[src/rtl/fp_norm_round.sv]
// Floating-point normalize-and-round stage.
// Two-stage valid/ready pipeline sitting between an arithmetic datapath
// and the pack stage:
//   S1 normalizes the unnormalized significand (one-bit right shift or a
//      leading-zero left shift) and folds shifted-out bits into sticky.
//   S2 rounds to nearest-even, renormalizes a rounding carry and
//      classifies the result as nan / inf / zero / normal.
// Overflow saturates to infinity; underflow flushes to zero (no subnormals).
module fp_norm_round #(
  parameter int FW = 23,
  parameter int EW = 8
) (
  input  logic          clk,
  input  logic          rst,
  input  logic          in_valid,
  output logic          in_ready,
  input  logic          in_sign,
  input  logic [EW+1:0] in_exp,
  input  logic [FW+3:0] in_sig,
  input  logic          in_sticky,
  input  logic          in_inf,
  input  logic          in_nan,
  input  logic          in_zero,
  output logic          out_valid,
  input  logic          out_ready,
  output logic [EW-1:0] out_exponent,
  output logic [FW:0]   out_significant,
  output logic          out_sign,
  output logic          out_inf,
  output logic          out_nan,
  output logic          out_zero
);

  // Leading-zero counter width: must represent FW+3 (all-zero input).
  localparam int LW = $clog2(FW + 4);
  // Internal exponent width: headroom for the input range, +1 on either
  // normalize or round carry, and minus a full leading-zero shift.
  localparam int IW = EW + 3 + LW;

  localparam logic signed [IW-1:0] EXP_ONE  = IW'(1);
  localparam logic signed [IW-1:0] EXP_ZERO = '0;
  localparam logic signed [IW-1:0] EXP_MAX  = IW'((1 << EW) - 1);

  // Count of leading zeros in a (FW+3)-bit field; FW+3 when all zero.
  function automatic logic [LW-1:0] lzc(input logic [FW+2:0] v);
    logic [LW-1:0] n;
    n = LW'(FW + 3);
    // Scanning upward means the highest set bit is the last one to write n.
    for (int i = 0; i <= FW + 2; i++) begin
      if (v[i]) n = LW'(FW + 2 - i);
    end
    return n;
  endfunction

  // ---------------------------------------------------------------------
  // Handshake
  // ---------------------------------------------------------------------
  logic r1_valid;
  logic r2_valid;
  logic w_s1_adv;
  logic w_s2_adv;

  assign w_s2_adv  = !r2_valid || out_ready;
  assign w_s1_adv  = !r1_valid || w_s2_adv;
  assign in_ready  = !r1_valid || w_s1_adv;
  assign out_valid = r2_valid;

  // ---------------------------------------------------------------------
  // S1: normalize
  // ---------------------------------------------------------------------
  logic [FW+2:0]          w_sig_lo;
  logic [LW-1:0]          w_lzc;
  logic signed [IW-1:0]   w_exp_in;
  logic signed [IW-1:0]   w_lzc_ext;
  logic [FW+2:0]          w_n1_sig;
  logic signed [IW-1:0]   w_n1_exp;
  logic                   w_n1_sticky;
  logic                   w_n1_zero;

  assign w_sig_lo  = in_sig[FW+2:0];
  assign w_lzc     = lzc(w_sig_lo);
  assign w_exp_in  = {{(IW-EW-2){in_exp[EW+1]}}, in_exp};
  assign w_lzc_ext = {{(IW-LW){1'b0}}, w_lzc};
  assign w_n1_zero = in_zero || (in_sig == '0);

  // Choose between the right-shift (value >= 2) and left-shift normalizations.
  always_comb begin
    // NOTE: every output of a combinational block gets a default first so no
    // path leaves it unassigned, which would infer a latch.
    w_n1_sig    = w_sig_lo << w_lzc;
    w_n1_exp    = w_exp_in - w_lzc_ext;
    w_n1_sticky = in_sticky;
    if (in_sig[FW+3]) begin
      w_n1_sig    = in_sig[FW+3:1];
      w_n1_exp    = w_exp_in + EXP_ONE;
      w_n1_sticky = in_sticky | in_sig[0];
    end
  end

  logic [FW+2:0]        r1_sig;
  logic signed [IW-1:0] r1_exp;
  logic                 r1_sticky;
  logic                 r1_zero;
  logic                 r1_inf;
  logic                 r1_nan;
  logic                 r1_sign;

  // S1 register: load a new operand whenever the stage advances.
  always_ff @(posedge clk or posedge rst) begin
    // NOTE: sequential state uses non-blocking assignments so every flop
    // samples pre-edge values, independent of statement order.
    if (rst) begin
      r1_valid  <= 1'b0;
      r1_sig    <= '0;
      r1_exp    <= '0;
      r1_sticky <= 1'b0;
      r1_zero   <= 1'b0;
      r1_inf    <= 1'b0;
      r1_nan    <= 1'b0;
      r1_sign   <= 1'b0;
    end else if (w_s1_adv) begin
      r1_valid <= in_valid;
      if (in_valid) begin
        r1_sig    <= w_n1_sig;
        r1_exp    <= w_n1_exp;
        r1_sticky <= w_n1_sticky;
        r1_zero   <= w_n1_zero;
        r1_inf    <= in_inf;
        r1_nan    <= in_nan;
        r1_sign   <= in_sign;
      end
    end
  end

  // ---------------------------------------------------------------------
  // S2: round and classify
  // ---------------------------------------------------------------------
  logic                 w_inc;
  logic [FW+1:0]        w_sum;
  logic [FW:0]          w_rsig;
  logic signed [IW-1:0] w_rexp;
  logic                 w_ovf;
  logic                 w_unf;
  logic                 w_nan;
  logic                 w_inf;
  logic                 w_zero;

  // Round up when guard is set and we are above half-ULP or tied with odd LSB.
  assign w_inc = r1_sig[1] & (r1_sig[0] | r1_sticky | r1_sig[2]);
  assign w_sum = {1'b0, r1_sig[FW+2:2]} + {{(FW+1){1'b0}}, w_inc};

  // A carry out of the significand means the value reached 2.0.
  always_comb begin
    w_rsig = w_sum[FW:0];
    w_rexp = r1_exp;
    if (w_sum[FW+1]) begin
      w_rsig = w_sum[FW+1:1];
      w_rexp = r1_exp + EXP_ONE;
    end
  end

  assign w_ovf  = !r1_zero && (w_rexp >= EXP_MAX);
  assign w_unf  = w_rexp <= EXP_ZERO;
  assign w_nan  = r1_nan;
  assign w_inf  = !w_nan && (r1_inf || w_ovf);
  assign w_zero = !w_nan && !w_inf && (r1_zero || w_unf);

  logic [EW-1:0] r2_exp;
  logic [FW:0]   r2_sig;
  logic          r2_sign;
  logic          r2_inf;
  logic          r2_nan;
  logic          r2_zero;

  // S2 register: special results carry zero exponent and significand.
  always_ff @(posedge clk or posedge rst) begin
    // NOTE: output data registers are reset too, so the pack stage sees
    // clean zeros while reset is held rather than stale contents.
    if (rst) begin
      r2_valid <= 1'b0;
      r2_exp   <= '0;
      r2_sig   <= '0;
      r2_sign  <= 1'b0;
      r2_inf   <= 1'b0;
      r2_nan   <= 1'b0;
      r2_zero  <= 1'b0;
    end else if (w_s2_adv) begin
      r2_valid <= r1_valid;
      if (r1_valid) begin
        r2_sign <= r1_sign;
        r2_nan  <= w_nan;
        r2_inf  <= w_inf;
        r2_zero <= w_zero;
        if (w_nan || w_inf || w_zero) begin
          r2_exp <= '0;
          r2_sig <= '0;
        end else begin
          r2_exp <= w_rexp[EW-1:0];
          r2_sig <= w_rsig;
        end
      end
    end
  end

  assign out_exponent    = r2_exp;
  assign out_significant = r2_sig;
  assign out_sign        = r2_sign;
  assign out_inf         = r2_inf;
  assign out_nan         = r2_nan;
  assign out_zero        = r2_zero;

endmodule

[config.mk]
export PLATFORM = sky130hd
export DESIGN_NAME = fp_norm_round
export DESIGN_NICKNAME = d
export VERILOG_FILES = /design/src/rtl/fp_norm_round.sv
export SDC_FILE = /design/constraint.sdc
export NUM_CORES = 1
export LEC_CHECK = 0
export ABC_AREA = 1
export BUFFER_PORTS_ARGS = -buffer_cell sky130_fd_sc_hd__buf_4
export CORE_ASPECT_RATIO = 2
export CORE_MARGIN = 1
export CORE_UTILIZATION = 45
export DETAILED_ROUTE_END_ITERATION = 8
export PLACE_DENSITY = 0.65
export REMOVE_ABC_BUFFERS = 1
export SLEW_MARGIN = 20
export SYNTH_ARGS = -nofsm -noshare
export SYNTH_HDL_FRONTEND = slang
export SYNTH_SLANG_ARGS = --single-unit
[constraint.sdc]
create_clock -name clk -period 7.75 [get_ports clk]
set_input_delay 1.1625 -clock clk [delete_from_list [all_inputs] [get_ports clk]]
set_output_delay 1.1625 -clock clk [all_outputs]
set_load 0.05 [all_outputs]
Yosys cells after proc, flatten, opt, wreduce, memory -nomap -nowiden
Cells that the tools add are included.

Input bits: 46. Register bits after elaboration: 85. Logic and storage cells: 79. Output and inout bits: 38.

Magnitude comparators: 2. Add/sub/neg operators: 4. Shift-type cells: 1. Bitwise operators: 4. Reductions and logical operators: 20. Muxes and demuxes: 33.

Operator list (number): $mux 5 (25); $mux 24 (2); $mux 16 (2); $logic_not 27->1 (1); $mux 26 (1); $shl 26x5->26 (1); $add 24x1->25 (1); $add 16x2->16 const B (1); $ge 16x9->1 const B (1); $le 16x1->1 const B (1); $add 10x2->11 const B (1); $sub 10x6->11 (1); $logic_or 1x1->1 (8); $mux 8 (1); $logic_not 1->1 (5); $logic_and 1x1->1 (4); $reduce_and 2->1 (2); $or 1x1->1 (3); $mux 2 (1); $and 1x1->1 (1); $mux 1 (1).

Logic depth before layout (Yosys ltp)
Gate-level depths: netlist (run 1).

Depth in word-level cells: 28. Mapped depth: 47. Gate-level depth less buffers: 46.

Worst setup path before layout (run 1)
OpenSTA, ideal clock, no wires.

Kind: input -> register. Start point: in in_sig[0]. End point: reg r1_exp[14]. Required time: 7.667 ns. Stages: 46. Buffers on the path: 2. Slack: 2.800 ns. Arrival: 4.868 ns. Cells stage by stage: buf_2 -> nand2_1 -> nand2_1 -> nand2_1 -> nand2_1 -> nand2_1 -> nand2_1 -> nand2_1 -> nand2_1 -> nand2_1 -> nand2_1 -> nand2_1 -> nand2_1 -> nand2_1 -> nand2_1 -> nand2_1 -> nand2_1 -> nand2_1 -> [... 10 more ...] -> o21ai_0 -> a21oi_1 -> ha_1 -> inv_1 -> o31ai_1 -> inv_1 -> nor2_1 -> nor2_1 -> o21bai_1 -> inv_1 -> nor2_1 -> nor2_1 -> o21bai_1 -> nand2_1 -> nand2_1 -> a21oi_1 -> xor2_1 -> o21ai_0.

Longest elaborated chain between the ends: 28.

Ends and longest elaborated chain: start, declared (line 19) `input logic [FW+3:0] in_sig,`; $mux 2 (line 50) `if (v[i]) n = LW'(FW + 2 - i);`; $mux 5 (25 in series) (line 50); $sub 10x6->11 (line 91) `w_n1_exp = w_exp_in - w_lzc_ext;`; $mux 16 (line 93) `if (in_sig[FW+3]) begin`; end signal, assigned (line 125) `r1_exp <= w_n1_exp;`; end, declared (line 101) `logic signed [IW-1:0] r1_exp;`.

No other way between the ends. A chain may end at the register's enable or synchronous reset.

Worst setup path in the final report (run 1)
Start point: in in_sig[1]. End point: reg r1_exp[14].

Longest elaborated chain between the ends: 27.

Ends and longest elaborated chain (line): $mux 5 (25 in series) (50); $sub 10x6->11 (91); $mux 16 (93).

No other way between the ends.

==> impl_summary.log, run 1 <==
INFO  metric critical_path.max_fanout = 26
INFO  metric finalCritPeriodShare = 78.60%
INFO  metric dieHeight = approximately 170 um
INFO  metric nNetsFinal = 1025
INFO  metric finalCoreUtilization = 53.07%
INFO  metric ys_dominant_reg_cell = dfrtp_1
INFO  metric grt_util_all_layers = 28.02%
INFO  metric dieArea = 14240 um^2
INFO  metric leakage = ~3.6 nW
INFO  metric maximum_number_of_pins_on_one_net_before_global_route_repair = about 80
INFO  metric holdWs = 470.2 ps
INFO  metric critPathCaptureType = register
INFO  metric ys_async_sr_fraction = 100.0%
INFO  metric timing.critical_path.from = in_sig[1]
INFO  metric timing.critical_path.mode_cell = nand2_1
INFO  metric critPathMaxStageDelay = between 800 and 900 ps
INFO  metric ys_ff_latch = 80
INFO  metric min_delay_src = r1_sign
INFO  metric met1Wirelength = 7096 um
INFO  metric synth_top_area_share = approximately 32%
INFO  metric rsz0062_at_grt = no
INFO  metric postLayoutCellArea = 7132 um^2
INFO  metric met2WireLength = 10300 um
INFO  metric root_buffer = clkbuf_16
INFO  metric numClockSinks = 80
INFO  metric cts_buffers = 9
INFO  metric critical_path_class = in -> reg
INFO  metric ys_warn_count = 0
INFO  metric timing.critical_path.required = 8000 ps
INFO  metric dr_total_vias = between 6k and 7k
INFO  metric synth_seq_area_share = 32.38%
INFO  metric chipWidth = 84.89 um
INFO  metric timing.final.hold_violations = 0
INFO  metric clock_slew_at_the_register_clock_pins_of_the_worst_setup_and_hold_paths = around 50 ps
INFO  metric drt_first_iter_violations = 330
INFO  metric synth_most_common_cell = nand2_1
INFO  metric rr_worst_depth = 19
INFO  metric routed-wl-met3 = 701 um
INFO  metric cts.htree.levels = 3
INFO  metric timing.rr.start = r1_sig[2]
INFO  metric cts_setup_buffers = 0
INFO  metric fin_worst_skew = 5.041 ps
INFO  metric globalRouteOverflowTotal = 0
INFO  metric ios = 84
INFO  metric half_perimeter_wire_length_of_the_detailed_placement_result = 15000 um
INFO  metric crit_path_end = r1_exp[14]
INFO  metric highest_achievable_clock_rate = 164.2 MHz
INFO  metric setup.reg_to_reg.worst_slack = 4150 ps
INFO  metric synth_cell_type_count = 47
INFO  metric synth_commonest_cells = 227 x nand2_1, 142 x nand3_1, 93 x inv_1
INFO  metric hp-class = reg -> reg
INFO  metric synthToLayoutAreaGrowth = 15.34%
INFO  metric synth.top_cells.by_area = dfrtp_1 32%, nand2_1 14%, nand3_1 11%, inv_1 5.6%, nor2_1 5.3%
INFO  metric grt_first_pass_wirelength = 31160 um
INFO  metric tritoncts_clock_tree = done
INFO  metric number_of_flops_mapped_to_enable_cells_by_yosys = 0
INFO  metric worstSkewPairLatency = around 330 ps
INFO  metric failed_checks = design-rule violations
INFO  metric drive_gt1_share = 14.27%
INFO  metric initial_core_util = 46.01%
INFO  metric vdd_ir_drop_max = slightly above 90 uV
INFO  metric routedWlPerCell = 17.18 um
INFO  metric firstDrtPassIters = 7
INFO  metric dpl-instance-area = 6854 um^2
INFO  metric placement.io_buffers = 83
INFO  metric setup_viol = 0
INFO  metric fill_cells = 1377
INFO  metric routabilityCongestion = 1.009
INFO  metric multi_input_comb_area = 3643 um^2
INFO  metric slowest_stage = nand2_1
INFO  metric drtAntennaViolNets = 0
INFO  metric sequential_cell_area = 2002 um^2
INFO  metric status = finished, violations left
INFO  metric design.core.area = roughly 13000 um^2
INFO  metric maxSlewHeadroom = a little over a third
INFO  metric synth_cells = 907
INFO  metric maxCapViolCount = 0
INFO  metric crit_path_start_kind = primary input
INFO  metric synth.avg_cell_area = between 6 and 7 um^2
INFO  metric netlist_area = between 6000 and 7000 um^2
INFO  metric routed_wl = approximately 19000 um
INFO  metric row_count = 60
INFO  metric worst_max_slew_pin_slew = 959.9 ps
INFO  metric cts_hold_repair.buffers = 0
INFO  metric via_per_inst = 5.668
INFO  metric grt_antenna_before_repair = 0
INFO  metric cts-resized-gates = 0
INFO  metric layout_min_cycle_time = 6091 ps
INFO  metric number_of_global_route_vias_before_repair = 6123
INFO  metric maximum_buffer_depth_of_the_clock_tree = 2
INFO  metric synth_area_leader_cell = dfrtp_1
INFO  metric slew_viol_final = 0
INFO  metric detail_route.drc_violations = 5
INFO  metric antenna-diode-count = 0
INFO  metric pwr_density_cell = 212.5 nW/um^2
INFO  metric critPathArrivalTime = around 6300 ps
INFO  metric worst_r2r_endpoint = out_significant[21]
INFO  metric top_signal_layer_used = met4
INFO  metric final_total_negative_setup_slack = 0 ps
==> metal layers <==
layer | vias up | global-route usage (%)
met3 | 65 | 2.892
met1 | 2917 | 30.21
li1 | 3135 | -
met2 | 242 | 51.47
met5 | - | 0
met4 | 0 | 17.46
==> sequential cells by signal, indices dropped and copies added (netlist names), 8 cells and up <==
name	cells
out_exponent	8
out_significant	24
r1_exp	11
r1_sig	26
==> placed cells by master, fill, tap and decap left out, types with 2 or more instances in the layout <==
cell | Yosys | routed
inv_1 | 93 | 91
nor2_1 | 88 | 88
or2_2 | 2 | 2
nor3_4 | 2 | 2
clkbuf_1 | 28 | 2
a21oi_4 | 2 | 2
o211ai_1 | 4 | 4
a22oi_1 | 4 | 4
nor2_2 | 2 | 2
xnor2_1 | 6 | 6
a32o_1 | 10 | 10
o21ai_0 | 34 | 34
nor3_1 | 9 | 9
o21ai_2 | 9 | 9
nand2_1 | 227 | 227
a21oi_1 | 52 | 52
o31ai_1 | 5 | 5
clkbuf_16 | 0 | 9
dfrtp_1 | 80 | 80
ha_1 | 14 | 14
xor2_1 | 21 | 21
nand3_2 | 4 | 4
buf_4 | 2 | 87
o21ai_1 | 4 | 4
o22ai_1 | 5 | 5
a31oi_1 | 2 | 2
o21bai_1 | 4 | 4
nand3_1 | 142 | 142
o31ai_2 | 7 | 7
clkbuf_8 | 0 | 3
nor4_1 | 5 | 5
inv_2 | 1 | 2
nand4_1 | 14 | 14
==> logic make-up (layout without fill, tap and decap cells) <==
logic type / count (synthesis) / count (layout) / synth area share, %
and+or+nand+nor: 504 / 504 / 36.40
adders and majority gates: 15 / 15 / 3.157
AOI/OAI and AO/OA: 144 / 144 / 15.38
xor gates and xnor gates: 27 / 27 / 3.824
DFF: 80 / 80 / 32.38
muxes: 1 / 1 / 0.1619
buffers and inverters: 136 / 196 / 8.701
==> critical path: cells and delay by family <==
family,cells,cell delay (ps)
AOI/OAI and AO/OA,7,1010
xor gates and xnor gates,1,130
adders and majority gates,2,610
buffers and inverters,6,520
and+or+nand+nor,30,2880
==> area by class of cell <==
cell class / count / area share (%)
repair buffers: 88 / 9.316
clock buffers: 14 / 3.842
well taps: 155 / 2.719
flip-flops and latches: 80 / 28.07
multi-input cells: 691 / 51.09
inverters: 94 / 4.965
==> worst min path at each step <==
stage | slack (ps) | endpoint | cells past startpoint
5_1_grt | 500 | out_exponent[2] | 2
2_1_floorplan | 440 | out_sign | 2
6_report | 470 | out_sign | 2
3_3_place_gp | 470 | r1_sticky | 2
4_1_cts | 480 | out_sign | 2
3_5_place_dp | 460 | out_sign | 2
==> through the flow <==
stage | worst slack [ps] | total power, mW | instances
after floorplan | 1987 | 0.9494 | 865
after global placement | 1477 | 1.126 | 1108
after detailed placement | 1383 | 1.131 | 1108
after CTS | 1715 | 1.521 | 1122
after global routing | 1021 | 1.606 | 1122
final | 1659 | 1.515 | 1122
==> power by group <==
part           switching (mW)  leakage, nW  internal, mW  total [mW]
Sequential             0.0630         1.00         0.490       0.553
Clock                   0.148        0.135         0.240       0.388
Combinational           0.393         2.47         0.181       0.574
Note: power is estimated with default switching activity, not from simulation.
==> inputs of run 2 (changes only) <==
--- a/config.mk
+++ b/config.mk
@@ -5,7 +5,7 @@
 export SDC_FILE = /design/constraint.sdc
 export NUM_CORES = 1
 export LEC_CHECK = 0
-export ABC_AREA = 1
+export ABC_AREA = 0
 export BUFFER_PORTS_ARGS = -buffer_cell sky130_fd_sc_hd__buf_4
 export CORE_ASPECT_RATIO = 2
 export CORE_MARGIN = 1
==> constraint.sdc (replaced) <==
create_clock -name clk -period 5.9 [get_ports clk]
set_input_delay 0.885 -clock clk [delete_from_list [all_inputs] [get_ports clk]]
set_output_delay 0.885 -clock clk [all_outputs]
set_load 0.05 [all_outputs]
==> impl_summary.log, run 2 <==
INFO  metric synth_most_common_cell = nand2_1
INFO  metric drt_first_iter_violations = 449 (+36%)
INFO  metric seqPwrFrac = 37.2% (+0.7 points)
INFO  metric routed_wl = 21360 um (+11%)
INFO  metric via_per_inst = 6.140 (+8.3%)
INFO  metric crit_path_start_kind = primary input
INFO  metric setup.reg_to_reg.worst_slack = 1980 ps (-2170 ps)
INFO  metric numClockSinks = 80 (unchanged)
INFO  metric timing.critical_path.cells = buf_4 -> or2_2 -> a21o_1 -> a311o_1 -> buf_4 -> nand2_1 -> clkinv_1 -> ha_1 -> nor2b_1 -> fa_1 -> a21o_1 -> a21oi_1 -> o21bai_1 -> a21oi_1 -> o21bai_1 -> a31oi_1 -> mux2i_1 -> nand3_1
INFO  metric maxCapViolCount = 0 (unchanged)
INFO  metric ys_ff_latch = 80 (unchanged)
INFO  metric initial_core_util = 46.00% (about the same)
INFO  metric detail_route.drc_violations = 0 (-5)
INFO  metric pwr_density_cell = 255.9 nW/um^2 (+20%)
INFO  metric nNetsFinal = 904 (-12%)
INFO  metric clock_slew_at_the_register_clock_pins_of_the_worst_setup_and_hold_paths = 60 ps (about the same)
INFO  metric ys_dominant_reg_cell = dfrtp_1
INFO  metric rsz0062_at_grt = no
INFO  metric timing.final.hold_violations = 0 (unchanged)
INFO  metric cts_setup_buffers = 0 (unchanged)
INFO  metric number_of_flops_mapped_to_enable_cells_by_yosys = 0 (unchanged)
INFO  metric hp-class = reg -> reg
INFO  metric clockPowerShare = 32.9% (+7.3 points)
INFO  metric cts_buffers = 9 (unchanged)
INFO  metric synth_commonest_cells = 97 x nand2_1, 80 x dfrtp_1, 71 x nor2_1
INFO  metric setup_viol = 0 (unchanged)
INFO  metric number_of_global_route_vias_before_repair = 6209 (+1.4%)
INFO  metric worstSkewPairLatency = 340 ps (about the same)
INFO  metric critical_path_class = in -> reg
INFO  metric synth_top_area_share = 31.50% (-0.87 points)
INFO  metric netlist_area = 6355 um^2 (+2.8%)
INFO  metric highest_achievable_clock_rate = ~220 MHz
INFO  metric cts_hold_repair.buffers = 0 (unchanged)
INFO  metric grt_antenna_before_repair = 0 (unchanged)
INFO  metric leakage = 3.214 nW (-11%)
INFO  metric synth_area_leader_cell = dfrtp_1
INFO  metric synth.avg_cell_area = 8.075 um^2 (+18%)
INFO  metric dieHeight = 170.1 um (+1.4%)
INFO  metric root_buffer = clkbuf_16
INFO  metric dieArea = 14630 um^2 (+2.7%)
INFO  metric layout_commonest_cell = buf_4
INFO  metric synth_cells = 787 (-13%)
INFO  metric switching_share = 34.69% (-5.2 points)
INFO  metric maximum_number_of_pins_on_one_net_before_global_route_repair = 81 (unchanged)
INFO  metric drtAntennaViolNets = 0 (unchanged)
INFO  metric power_frac_comb = 29.9% (-8.0 points)
INFO  metric maxSlewHeadroom = 35.96% (+0.10 points)
INFO  metric fin_worst_skew = 4.584 ps (-0.4573 ps)
INFO  metric critPathMaxStageDelay = 460 ps (-420 ps)
INFO  metric finalCoreUtilization = 54.16% (+1.1 points)
INFO  metric slew_viol_final = 0 (unchanged)
INFO  metric synth.top_cells.by_area = dfrtp_1 32%, nand2_1 5.7%, mux2i_1 4.3%, nor2_1 4.2%, o21ai_0 3.9%
INFO  metric design.core.area = 13810 um^2 (+2.8%)
INFO  metric ys_async_sr_fraction = 100.0% (unchanged)
INFO  metric total_switching_power = 0.6642 mW (+9.8%)
INFO  metric top_register = r1_sig
INFO  metric ios = 84 (unchanged)
INFO  metric critical_path.max_fanout = 10 (-62%)
INFO  metric tritoncts_clock_tree = done
INFO  metric dr_total_vias = 6367 (+0.13%)
INFO  metric globalRouteOverflowTotal = 0 (unchanged)
INFO  metric final_total_negative_setup_slack = 0 ps (unchanged)
INFO  metric layout_min_cycle_time = 4542 ps
INFO  metric largest_reg_flops = 26 (unchanged)
INFO  metric row_count = 61 (+1.7%)
INFO  metric final_cell_mix = 98 x buf_4, 96 x nand2_1, 80 x dfrtp_1, 71 x nor2_1, 50 x o21ai_0
INFO  metric ys_warn_count = 0 (unchanged)
INFO  metric antenna-diode-count = 0 (unchanged)
INFO  metric synth_cell_type_count = 74 (+57%)
INFO  metric vdd_ir_drop_max = 113.6 uV (+22%)
INFO  metric synthToLayoutAreaGrowth = 17.74%
INFO  metric half_perimeter_wire_length_of_the_detailed_placement_result = 16980 um (+13%)
INFO  metric p_int = 1.251 mW (+37%)
INFO  metric grt_first_pass_wirelength = 33090 um (+6.2%)
INFO  metric drive_gt1_share = 18.99% (+4.7 points)
INFO  metric placement.io_buffers = 83 (unchanged)
INFO  metric chipWidth = 86.03 um (+1.3%)
INFO  metric worst_max_slew_pin_slew = 953.3 ps (-6.568 ps)
INFO  metric finalCritPeriodShare = 76.99%
INFO  metric slowest_stage = fa_1
INFO  metric routedWlPerCell = 20.60 um (+20%)
INFO  metric fill_cells = 1302 (-5.4%)
INFO  metric status = complete, no violations
INFO  metric synth_seq_area_share = 31.50% (-0.87 points)
INFO  metric firstDrtPassIters = 5 (-2)
INFO  metric maximum_buffer_depth_of_the_clock_tree = 2 (unchanged)
INFO  metric critPathArrivalTime = 4760 ps (-1580 ps)
INFO  metric grt_util_all_layers = 29.72% (+1.7 points)
INFO  metric cts-resized-gates = 0 (unchanged)
INFO  metric timing.critical_path.required = 6110 ps (-1890 ps)
INFO  metric critPathCaptureType = register
INFO  metric routabilityCongestion = 1.002 (-0.67%)
INFO  metric cts.htree.levels = 3 (unchanged)
-- run 2: through the flow --
step	power, mW	instance area (um^2)	setup slack [ps]	hold slack (ps)	instances
finish	1.915	7482	1358	475.5	1037
global placement	1.272	7102	829.8	457.2	1020
detailed placement	1.283	7109	1034	466.2	1020
global route	2.005	7482	1089	490.7	1037
CTS	1.918	7455	1387	480.0	1036
floorplan	1.078	6126	1076	441.7	733
-- run 2: path summary, 6_finish.rpt --
path	startpoint	end	depth (start not counted)
setup reg to reg	r1_sig[1]	out_significant[16]	10
hold reg to reg	out_significant[23]	out_significant[23]	1
max in group asynchronous	rst	r1_exp[4]	4
setup / recovery	in_sig[20]	r1_exp[14]	18
hold / removal	out_significant[23]	out_significant[23]	1
min in group asynchronous	rst	out_significant[21]	3
-- run 2: worst max-delay path, delay by kind of cell --
kind	cells	cell delay (ps)
AOI/OAI and AO/OA	8	1770
adders and majority gates	2	740
buffers and inverters	3	440
muxes	1	220
and+or+nand+nor	4	690
-- run 2: final cells by class --
cell class / instances / area (um^2) / area share, %
multi-input cells: 631 / 4051 / 54.15
clock buffers: 9 / 225.2 / 3.010
inverters: 22 / 83.83 / 1.120
clock inverters: 7 / 120.1 / 1.605
well taps: 189 / 236.5 / 3.161
flip-flops and latches: 80 / 2002 / 26.76
repair buffers: 99 / 763.2 / 10.20
-- run 2: kinds of logic after synthesis --
group	share of synthesized area, %
xor gates and xnor gates	5.099
adders and majority gates	3.072
buffers and inverters	4.902
and+or+nand+nor	23.92
muxes	6.911
AOI/OAI and AO/OA	24.59
DFF	31.50
-- run 2: power by group through the flow --
stage	Combinational [mW]	Sequential, mW	Clock (mW)
CTS	0.566	0.710	0.642
global route	0.622	0.724	0.659
floorplan	0.328	0.750	0
finish	0.573	0.712	0.631
detailed placement	0.564	0.719	0
global placement	0.557	0.716	0
-- run 2: layer usage --
metal  GRT usage [%]  vias to the layer above  routed length (um)  share of wire [%]
met4           21.67                        0                1702                8.0
met2           55.87                      271               11440                 54
met5               0                        -                   0                  0
li1                -                     3015                   -                  -
met3           2.425                       91                 860                4.0
met1           29.67                     2990                7359                 34
==> inputs of run 3 (changes only) <==
==> constraint.sdc (replaced) <==
create_clock -name clk -period 4.5 [get_ports clk]
set_input_delay 0.675 -clock clk [delete_from_list [all_inputs] [get_ports clk]]
set_output_delay 0.675 -clock clk [all_outputs]
set_load 0.05 [all_outputs]
==> impl_summary.log, run 3 (synthesis gave the netlist of run 2 again) <==
INFO  metric chipWidth = 86.03 um (unchanged)
INFO  metric routed_wl = 22480 um (+5.2%)
INFO  metric top_register = r1_sig
INFO  metric holdWs = 403.5 ps (-71.96 ps)
INFO  metric layout_min_cycle_time = 4032 ps
INFO  metric dieHeight = 170.1 um (unchanged)
INFO  metric detail_route.drc_violations = 0 (unchanged)
INFO  metric worstSkewPairLatency = 340 ps (about the same)
INFO  metric root_buffer = clkbuf_16
INFO  metric number_of_global_route_vias_before_repair = 6724 (+8.3%)
INFO  metric routabilityCongestion = 0.9638 (-3.8%)
INFO  metric maximum_buffer_depth_of_the_clock_tree = 2 (unchanged)
INFO  metric timing.final.hold_violations = 0 (unchanged)
INFO  metric maximum_number_of_pins_on_one_net_before_global_route_repair = 43 (-47%)
INFO  metric synthToLayoutAreaGrowth = 19.71%
INFO  metric critical_path.max_fanout = 8 (-2)
INFO  metric status = complete, no violations
INFO  metric drtAntennaViolNets = 0 (unchanged)
INFO  metric cts-resized-gates = 0 (unchanged)
INFO  metric dpl.cell_count = 1045 (+2.5%)
INFO  metric crit_path_start_kind = primary input
INFO  metric maxSlewHeadroom = 45.38% (+9.4 points)
INFO  metric critPathArrivalTime = 4250 ps (-510 ps)
INFO  metric slew_viol_final = 0 (unchanged)
INFO  metric maxCapViolCount = 0 (unchanged)
INFO  metric half_perimeter_wire_length_of_the_detailed_placement_result = 18050 um (+6.3%)
INFO  metric finalCritPeriodShare = 89.61%
INFO  metric timing.critical_path.from = in_sig[4]
INFO  metric layout_commonest_cell = buf_4
INFO  metric largest_reg_flops = 26 (unchanged)
INFO  metric critPathCaptureType = register
INFO  metric timing.rr.start = r1_sig[1]
INFO  metric grt_antenna_before_repair = 0 (unchanged)
INFO  metric dr_total_vias = 6584 (+3.4%)
INFO  metric routedWlPerCell = 21.19 um (+2.9%)
INFO  metric highest_achievable_clock_rate = approximately 250 MHz
INFO  metric fin_worst_skew = 7.339 ps (+2.756 ps)
INFO  metric instances_no_fill = 1061 (+2.3%)
INFO  metric vdd_ir_drop_max = 168.0 uV (+48%)
INFO  metric numClockSinks = 80 (unchanged)
INFO  metric tritoncts_clock_tree = done
INFO  metric cts_hold_repair.buffers = 0 (unchanged)
INFO  metric rr_worst_depth = 10 (unchanged)
INFO  metric grt_util_all_layers = 31.76% (+2.0 points)
INFO  metric ios = 84 (unchanged)
INFO  metric placement.io_buffers = 83 (unchanged)
INFO  metric via_per_inst = 6.205 (+1.1%)
INFO  metric drive_gt1_share = 21.10% (+2.1 points)
INFO  metric cts_setup_buffers = 0 (unchanged)
INFO  metric worst_r2r_endpoint = out_significant[16]
INFO  metric grt_first_pass_wirelength = 35120 um (+6.2%)
INFO  metric clock_slew_at_the_register_clock_pins_of_the_worst_setup_and_hold_paths = 60 ps (about the same)
INFO  metric critical_path_class = in -> reg
INFO  metric setup.reg_to_reg.worst_slack = 860 ps (-1120 ps)
INFO  metric globalRouteOverflowTotal = 0 (unchanged)
INFO  metric firstDrtPassIters = 5 (unchanged)
INFO  metric antenna-diode-count = 0 (unchanged)
INFO  metric pwr_density_cell = 322.9 nW/um^2 (+26%)
INFO  metric hp-class = in -> async
INFO  metric cts.htree.levels = 3 (unchanged)
INFO  metric worst_max_slew_pin_slew = 810.7 ps (-142.6 ps)
INFO  metric cts_buffers = 9 (unchanged)
INFO  metric initial_core_util = 46.00% (unchanged)
INFO  metric crit_path_end = r1_exp[14]
INFO  metric final_cell_mix = 123 x buf_4, 96 x nand2_1, 80 x dfrtp_1, 71 x nor2_1, 50 x o21ai_0
INFO  metric row_count = 61 (unchanged)
INFO  metric timing.critical_path.required = 4710 ps (-1400 ps)
INFO  metric nNetsFinal = 928 (+2.7%)
INFO  metric setup_viol = 0 (unchanged)
INFO  metric design.core.area = 13810 um^2 (unchanged)
INFO  metric rsz0062_at_grt = no
INFO  metric dieArea = 14630 um^2 (unchanged)
INFO  metric drt_first_iter_violations = 343 (-24%)
INFO  metric leakage = 3.320 nW (+3.3%)
run 3: cell count changes in the layout (fill, tap and decap cells not counted), sizes merged:
cell	change
clkinvlp	-3
buf	+24
clkbuf	+3
clkinv	+2
bufinv	-2
run 3: where the power goes:
| part | internal, mW | total, mW | switching, mW |
|---|---|---|---|
| Combinational | 0.303 | 0.774 | 0.471 |
| Clock | 0.474 | 0.749 | 0.274 |
| Sequential | 0.809 | 0.934 | 0.125 |
| Total | 1.59 | 2.46 | 0.870 |
run 3: how the worst min path moves through the flow:
stage | end | slack (ps) | from | cells past startpoint
floorplan | r1_sign | 440 | r1_sign | 2
global placement | out_significant[23] | 460 | out_significant[23] | 1
detailed placement | r1_sign | 460 | r1_sign | 2
CTS | out_significant[18] | 430 | rst | 2
global route | out_significant[18] | 470 | rst | 2
finish | out_significant[18] | 400 | rst | 2
run 3: cell type report:
type                       instances  area (um^2)
tap                              189        236.5
clock inverter                     4        51.30
sequential                        80         2002
multi-input combinational        631         4044
fill                            1326         6207
timing repair buffer             123        923.4
clock buffer                      12        266.5
inverter                          22        83.83
run 3: stage by stage:
| step | power (mW) | setup WS [ps] | utilization, % | cell area, um^2 | TNS, ps |
|---|---|---|---|---|---|
| finish | 2.456 | 467.5 | 55.07 | 7607 | 0 |
| global route | 2.572 | 200.5 | 55.07 | 7607 | 0 |
| CTS | 2.459 | 497.3 | 55.07 | 7607 | 0 |
| detailed placement | 1.709 | 168.0 | 52.77 | 7289 | 0 |
| global placement | 1.692 | 273.0 | 52.77 | 7289 | 0 |
| floorplan | 1.413 | -113.9 | - | 6126 | -259.9 |
run 3: layer usage:
metal	track usage, %	share of wire (%)	up-vias
li1	-	-	3057
met1	30.46	33	3098
met2	59.25	54	317
met3	1.746	3.7	112
met4	28.26	9.0	0
met5	0	0	-
run 3: critical path: stages:
cell and delay (ps):
buf_4 140, nor2_1 100, a221oi_1 90, o41ai_1 640
a41oi_2 310, inv_2 150, ha_1 230, nor2b_1 160
fa_1 420, a21o_1 170, a21oi_1 210, o21bai_1 80
a21oi_1 210, o21bai_1 130, a31oi_1 230, mux2i_1 210
nand3_1 90
